### config.mk
export PLATFORM = sky130hd
export DESIGN_NAME = full_adder
export DESIGN_NICKNAME = d
export VERILOG_FILES = /design/src/rtl/fa_pkg.sv /design/src/rtl/fa_half_adder.sv /design/src/rtl/full_adder.sv
export SDC_FILE = /design/constraint.sdc
export NUM_CORES = 1
export LEC_CHECK = 0
export CORE_AREA = 3 3 40 42
export DETAILED_ROUTE_END_ITERATION = 8
export DIE_AREA = 0 0 43 45
export HOLD_SLACK_MARGIN = 0.06
export SLEW_MARGIN = 20
export SYNTH_ARGS = -nofsm -noshare
export SYNTH_HDL_FRONTEND = slang
export SYNTH_SLANG_ARGS = --single-unit
### constraint.sdc
create_clock -name clk -period 0.9 [get_ports clk]
set_input_delay 0.09 -clock clk [delete_from_list [all_inputs] [get_ports clk]]
set_output_delay 0.09 -clock clk [all_outputs]
set_load 0.02 [all_outputs]
### src/rtl/fa_pkg.sv
// fa_pkg: shared widths, the registered result pair and a behavioural
// reference adder for the full_adder leaf cell.
package fa_pkg;

  localparam int FA_SUM_W   = 1;
  localparam int FA_CARRY_W = 1;
  localparam int FA_RES_W   = FA_SUM_W + FA_CARRY_W;

  // Sum/carry pair held by the output register stage.
  typedef struct packed {
    logic s;
    logic c;
  } fa_result_t;

  // Behavioural reference: {carry, sum} as a plain 2-bit addition.
  function automatic logic [FA_RES_W-1:0] fa_ref_add(input logic a,
                                                     input logic b,
                                                     input logic c);
    return {1'b0, a} + {1'b0, b} + {1'b0, c};
  endfunction

endpackage

### src/rtl/fa_half_adder.sv
// fa_half_adder: gate-level half adder cell.
// Ports:
//   x, y : input bits
//   s    : sum   (x ^ y)
//   c    : carry (x & y)
module fa_half_adder (
  input  logic x,
  input  logic y,
  output logic s,
  output logic c
);

  assign s = x ^ y;
  assign c = x & y;

endmodule

### src/rtl/full_adder.sv
// full_adder: single-bit full adder built from two half-adder cells and an
// OR gate, with an optional valid-qualified output register stage.
// Parameters:
//   REG_OUT   : 1 = S_q/Cout_q/out_valid are flops (1-cycle latency),
//               0 = combinational pass-throughs of S/Cout/in_valid.
// Ports:
//   clk, rst          : clock and asynchronous active-high reset
//   a, b, Cin         : addend bits and carry in
//   in_valid          : qualifies a/b/Cin for the registered stage
//   S, Cout           : combinational sum / carry out
//   S_q, Cout_q       : registered (or passed-through) sum / carry out
//   out_valid         : S_q/Cout_q hold a valid result
//   err               : sticky self-check error
// Build option:
//   FA_SELF_CHECK_EN  : when defined, a behavioural reference adder is
//                       compared against {Cout,S} on every valid cycle and a
//                       mismatch sets err until rst; otherwise err is tied 0.
module full_adder
  import fa_pkg::*;
#(
  parameter int REG_OUT = 1
) (
  input  logic clk,
  input  logic rst,
  input  logic a,
  input  logic b,
  input  logic Cin,
  input  logic in_valid,
  output logic S,
  output logic Cout,
  output logic S_q,
  output logic Cout_q,
  output logic out_valid,
  output logic err
);

  logic p_s;
  logic g1_s;
  logic g2_s;

  // First half adder: propagate and generate of the two addend bits.
  fa_half_adder u_ha1 (
    .x (a),
    .y (b),
    .s (p_s),
    .c (g1_s)
  );

  // Second half adder folds in the carry.
  fa_half_adder u_ha2 (
    .x (p_s),
    .y (Cin),
    .s (S),
    .c (g2_s)
  );

  assign Cout = g1_s | g2_s;

  generate
    if (REG_OUT != 0) begin : g_reg
      fa_result_t result_r;
      logic       valid_r;

      // Output stage: valid follows in_valid every cycle, data loads only on valid.
      always_ff @(posedge clk or posedge rst) begin
        if (rst) begin
          result_r <= '{s: 1'b0, c: 1'b0};
          valid_r  <= 1'b0;
        end else begin
          valid_r <= in_valid;
          if (in_valid) begin
            result_r.s <= S;
            result_r.c <= Cout;
          end
        end
      end

      assign S_q       = result_r.s;
      assign Cout_q    = result_r.c;
      assign out_valid = valid_r;
    end else begin : g_comb
      assign S_q       = S;
      assign Cout_q    = Cout;
      assign out_valid = in_valid;
    end
  endgenerate

`ifdef FA_SELF_CHECK_EN
  logic [FA_RES_W-1:0] ref_s;
  logic                err_r;

  assign ref_s = fa_ref_add(a, b, Cin);

  // Sticky error flag: any valid cycle where the gate netlist disagrees
  // with the arithmetic reference.
  always_ff @(posedge clk or posedge rst) begin
    if (rst) begin
      err_r <= 1'b0;
    end else if (in_valid && (ref_s != {Cout, S})) begin
      err_r <= 1'b1;
    end else begin
      err_r <= err_r;
    end
  end

  assign err = err_r;
`else
  assign err = 1'b0;
`endif

endmodule

* Word level (Yosys, flattened, before mapping)
Cells that the tools add are included.
** Operators by class
- Bitwise operators :: 5
** Operators with widths (number)
- $and A1 B1 Y1 :: 2
- $xor A1 B1 Y1 :: 2
- $or A1 B1 Y1 :: 1
** Storage, ports and cells
- Flip-flop bits (word level) :: 3
- Word-level logic and storage cells :: 8
- Output and inout bits :: 6

* Longest topological paths before layout
Gate-level depths: netlist of run 1.
- Word-level depth :: 3
- Mapped depth :: 2
- Depth with buffers taken out :: 2

* Cells and area by module
From an unflattened synthesis of run 1, not the netlist that was laid out.
** Unflattened totals
- Cells, all modules :: 11
- Area, all modules :: 147.6 µm²
** By module, submodules not included
- full_adder :: area each 122.6 µm², instances 1, cells an instance 9
- fa_half_adder :: area each 12.5 µm², instances 2, cells an instance 1

* Least setup slack after synthesis of run 1
No wires, ideal clock.
- Path type :: input port to flip-flop
- Start point :: in a
- End point :: reg g_reg.result_r (netlist bit S_q)
- Stages :: 2
- Arrival time :: 967 ps
- Setup slack :: -192 ps
- Required time :: 775 ps
- Cell sequence :: fa_1 mux2_2
** Between the ends
- Word-level cells in the longest chain between the ends :: 2
** Ends and longest elaborated chain
- start: declaration :: line full_adder.sv:25 : input logic a,
- $xor A1 B1 Y1 (2 in a row) :: line fa_half_adder.sv:13 : assign s = x ^ y;
- end signal: assignment :: line full_adder.sv:67 : result_r <= '{s: 1'b0, c: 1'b0};
- end: declaration :: line full_adder.sv:61 : fa_result_t result_r;
Every way passes these cells.
A chain may end at the register's enable or synchronous reset.

* Final worst setup path of run 1
- Start point :: in Cin
- End point :: out S
** Between the ends
- Word-level cells in the longest chain between the ends :: 1
** Ends and longest elaborated chain
- start: declaration :: line full_adder.sv:27 : input logic Cin,
- $xor A1 B1 Y1 :: line fa_half_adder.sv:13
- end: declaration :: line full_adder.sv:29 : output logic S,
Every way passes these cells.

==> flow_summary.json, run 1 <==
{
  "status": "complete, but fails checks",
  "violations": "setup timing",
  "portBuffers": 10,
  "cts.sinks": 3,
  "first_iter_violations": 0,
  "clockBufferDepth": 2,
  "critPathArrivalTime_ns": 0.88,
  "ios": 12,
  "yosys_warnings": 0,
  "wl_per_cell_um": 10.0,
  "fin_crit_sh": 1.08,
  "gr-usage-all-layers": 0.0535,
  "cts_tree": "built",
  "area_growth_pct": 117,
  "first_global_vias": 155,
  "placed_area_um2": 269,
  "syn_area_um2": 133,
  "cts_inserted_buffers": 3,
  "worst_setup_path_end_kind": "output port",
  "drtPass1Iterations": 1,
  "yosys_register_bits": 3,
  "fin_ws_ns": -0.0702,
  "cts_setup_buffers": 0,
  "hold_viol": 0,
  "setup_viol": 1,
  "whs_ns": 0.310,
  "pwr_density_cell_nw_per_um2": 1940,
  "die_y_um": 45,
  "drive_above_1_share": 0.640,
  "slew_violations": 0,
  "initial_core_util": 0.103,
  "diodes": 0,
  "core-area_um2": 1280,
  "rows": 13,
  "preCtsSetupSlack_ns": -0.922,
  "hold_path_class": "in2reg",
  "grt_antenna_before_repair": 0,
  "vias_per_cell": 3.05,
  "design_area_um2": 288,
  "grt_overflow": 0,
  "clock_skew_ns": 0,
  "power_mw": 0.558,
  "die_w_um": 43,
  "criticalPathCategory": "in2out",
  "setup.worst_path.start_class": "input pin",
  "drc": 0,
  "final_cells": 40,
  "fillerInstances": 141,
  "antenna_left": 0,
  "syn_area_per_cell_um2": 14.7,
  "root_buffer": "clkbuf_4",
  "clkLatencyLatePin_ns": 0.23,
  "grt_first_pass_wirelength_um": 627,
  "syn_nets": 16,
  "ys_types": 6,
  "ys_seq_area_frac": 0.566,
  "nets": 33,
  "cp_max_fo": 2,
  "fmax_ghz": 1.03,
  "vias": 122,
  "rsz0062_at_grt": "yes",
  "clk_pin_slew_ns": 0.04,
  "placed_cells": 35,
  "max_cap_viol_count": 0,
  "gp_congestion": 0.705,
  "h-tree-depth": 1,
  "grt_max_degree": 4,
  "cp.required_ns": 0.81,
  "syn_inst": 9,
  "dieArea_um2": 1940,
  "wl_um": 400,
  "min_period_ns": 0.970,
  "p_leak_nw": 0.142,
  "vdd_drop_max_mv": 0.328
}
[report_power, final]
part / total [mW] / leakage, nW / switching [mW] / internal, mW
combinational: 0.162 / 0.0922 / 0.0737 / 0.0884
sequential: 0.163 / 0.0350 / 0.0101 / 0.153
clock: 0.232 / 0.0150 / 0.0666 / 0.166
[routing by layer]
layer	routed length [um]	part of all wire	track usage
met1	124	0.31	0.0439
met2	199	0.50	0.0689
met3	76	0.19	0.0438
met4	0	0	0.0723
met5	0	0	0
[cells in the mapped netlist]
cell type	number	area [um2]
dfrtp_1	3	75.1
buf_4	1	7.51
fa_1	1	20.0
mux2_2	2	22.5
conb_1	1	3.75
inv_1	1	3.75
[sequential cells by signal, summed over array words and instances, names as in the netlist]
signal	count
Cout_q	1
S_q	1
out_valid	1
[layout make-up]
type | instances | area (um2) | share of cell area
Timing Repair Buffer | 13 | 108 | 0.374
Sequential cell | 3 | 75.1 | 0.261
Multi-Input combinational cell | 4 | 56.3 | 0.196
Clock buffer | 4 | 26.3 | 0.0913
Tap cell | 15 | 18.8 | 0.0652
Inverter | 1 | 3.75 | 0.0130
[final timing paths]
kind,startpoint,endpoint,slack (ns),depth (start not counted)
setup / recovery,Cin,S,-0.07,3
hold / removal,a,S_q,0.31,3
setup reg to reg,Cout_q,Cout_q,0.02,2
hold reg to reg,S_q,S_q,0.52,1
max in group asynchronous,rst,Cout_q,0.18,3
min in group asynchronous,rst,S_q,0.59,3
[placed cells by master (no fill, tap or decap), types with 2 or more instances in the layout]
cell,synthesis,routed
clkbuf_4,0,3
buf_2,0,5
buf_6,0,4
mux2_4,0,2
clkdlybuf4s50_1,0,2
dfrtp_1,3,3
[critical path: stages]
cell	delay (ns)
buf_6	0.09
fa_2	0.58
buf_6	0.12
[per-stage QoR]
step / utilization / setup TNS (ns)
4_1_cts: 0.216 / -0.0732
3_3_place_gp: 0.209 / -2.95
3_5_place_dp: 0.209 / -3.01
5_1_grt: 0.224 / -0.0867
6_report: 0.224 / -0.0702
2_1_floorplan: - / -0.123
[kinds of logic (layout without fill, tap and decap cells)]
kind of cell	count (synthesis)	after routing	share of synthesized area
other	1	1	0.0283
adders and majority gates	1	1	0.151
buffers and inverters	2	18	0.0849
DFF	3	3	0.566
muxes	2	2	0.170
[timing repair]
action,4_1_cts,5_1_grt
endpoints found under the setup margin,7,2
hold endpoints to repair,3,0
hold buffers,1,0
pin swaps,1,1
resized for setup,35,2
Power figures use the tool's default switching activity.
==> run 2: changes to the inputs <==
--- a/config.mk
+++ b/config.mk
@@ -9,6 +9,7 @@
 export DETAILED_ROUTE_END_ITERATION = 8
 export DIE_AREA = 0 0 43 45
 export HOLD_SLACK_MARGIN = 0.06
+export PLACE_DENSITY = 0.32
 export SLEW_MARGIN = 20
 export SYNTH_ARGS = -nofsm -noshare
 export SYNTH_HDL_FRONTEND = slang
==> run 2 against run 1 <==
Compared with the run above: critical path type unchanged; cell area increased by 1.3%; the run still ends with setup timing left; register-to-register slack improved by 0.02 ns; flip-flop and latch count unchanged; count of clock-buffer cells in the layout unchanged; hold slack improved by 0.058 ns; highest routed layer is now met4.
==> flow_summary.json, run 2 (synthesis results as in run 1) <==
{
  "wl_um": 319,
  "area_growth_pct": 120,
  "critPathArrivalTime_ns": 0.88,
  "drc": 0,
  "cp.required_ns": 0.81,
  "portBuffers": 10,
  "drive_above_1_share": 0.654,
  "hold_path_class": "in2reg",
  "critPathMaxStageDelay_ns": 0.58,
  "max_cap_viol_count": 0,
  "clk_pin_slew_ns": 0.03,
  "status": "complete, but fails checks",
  "setup_viol": 2,
  "cp_max_fo": 2,
  "gp_congestion": 0.601,
  "crit_top_cell": "buf_6",
  "worst_setup_path_end_kind": "output port",
  "clkLatencyLatePin_ns": 0.23,
  "cts_tree": "built",
  "ios": 12,
  "hold_viol": 0,
  "min_period_ns": 0.970,
  "h-tree-depth": 1,
  "nets": 34,
  "dieArea_um2": 1940,
  "path_cells": "buf_6 -> fa_2 -> buf_6",
  "fin_crit_sh": 1.08,
  "placed_cells": 35,
  "multi_input_area_um2": 56.3,
  "seq_area_um2": 75.1,
  "final_cells": 41,
  "reg2reg_slack_ns": 0.04,
  "grt_antenna_before_repair": 0,
  "final_cell_mix": "buf_2 (5), dfrtp_1 (3), clkbuf_4 (3), buf_6 (3), buf_4 (3)",
  "setup-tns-final_ns": -0.100,
  "utilization": 0.227,
  "violations": "setup timing",
  "grt_max_degree": 4,
  "first_global_vias": 134,
  "root_buffer": "clkbuf_4",
  "cts_inserted_buffers": 3,
  "fmax_ghz": 1.03,
  "gr-usage-all-layers": 0.0509,
  "rows": 13,
  "setup.worst_path.start_class": "input pin",
  "initial_core_util": 0.103,
  "drtPass1Iterations": 1,
  "p_leak_nw": 0.146,
  "slew_violations": 0,
  "rsz0062_at_grt": "yes",
  "first_iter_violations": 0,
  "cts.sinks": 3,
  "core-area_um2": 1280,
  "die_y_um": 45,
  "clock_skew_ns": 0,
  "antenna_left": 0,
  "fin_ws_ns": -0.0704,
  "vias": 125,
  "pwr_density_cell_nw_per_um2": 1930,
  "grt_first_pass_wirelength_um": 579,
  "criticalPathCategory": "in2out",
  "grt_overflow": 0,
  "vias_per_cell": 3.05,
  "preCtsSetupSlack_ns": -0.914,
  "die_w_um": 43,
  "clockBufferDepth": 2,
  "final_common_cell": "buf_2",
  "wl_per_cell_um": 7.78,
  "diodes": 0,
  "cp_slowest_cell": "fa_2",
  "fillerInstances": 145,
  "vdd_drop_max_mv": 0.458
}
run 2: timing repair:
| item | 4_1_cts | 5_1_grt |
|---|---|---|
| hold buffers | 1 | 0 |
| setup buffers | 1 | 0 |
| pin swaps | 1 | 1 |
| gates resized for setup | 35 | 1 |
| endpoints found under the hold margin | 3 | 0 |
| setup endpoints to repair | 7 | 2 |
run 2: area by class of cell:
cell class / instances / area share
clock buffers: 4 / 0.0901
inverters: 1 / 0.0129
multi-input cells: 4 / 0.193
flip-flops and latches: 3 / 0.258
well taps: 15 / 0.0644
repair buffers: 14 / 0.382
run 2: final timing paths:
check                                 end  startpoint  cells after the start
worst min register to register     Cout_q      Cout_q                      1
min in group asynchronous             S_q         rst                      3
worst max-delay path                    S         Cin                      3
worst max register to register        S_q         S_q                      2
worst min-delay path               Cout_q           a                      4
max in group asynchronous       out_valid         rst                      3
run 2: routing by layer:
metal	vias up	share of wire	GRT usage
met1	54	0.42	0.0534
met3	2	0.13	0.0359
li1	59	-	-
met2	10	0.38	0.0449
met5	-	0	0
met4	0	0.060	0.0904
run 2: where the power goes:
| group | leakage [nW] | internal, mW | switching, mW | total (mW) |
|---|---|---|---|---|
| Sequential | 0.0350 | 0.153 | 0.00799 | 0.161 |
| Combinational | 0.0958 | 0.0969 | 0.0738 | 0.171 |
| Clock | 0.0150 | 0.166 | 0.0666 | 0.233 |
run 2: critical path: cells and delay by family:
family,cells,cell delay [ns]
adders and majority gates,1,0.58
buffers and inverters,2,0.21
run 2: stage by stage:
stage / power [mW] / hold WS (ns) / instance area (um2)
after CTS: 0.579 / 0.376 / 285
after global placement: 0.340 / 0.268 / 269
final: 0.564 / 0.368 / 292
after detailed placement: 0.340 / 0.262 / 269
after global routing: 0.616 / 0.370 / 292
after floorplan: 0.246 / -0.156 / 143
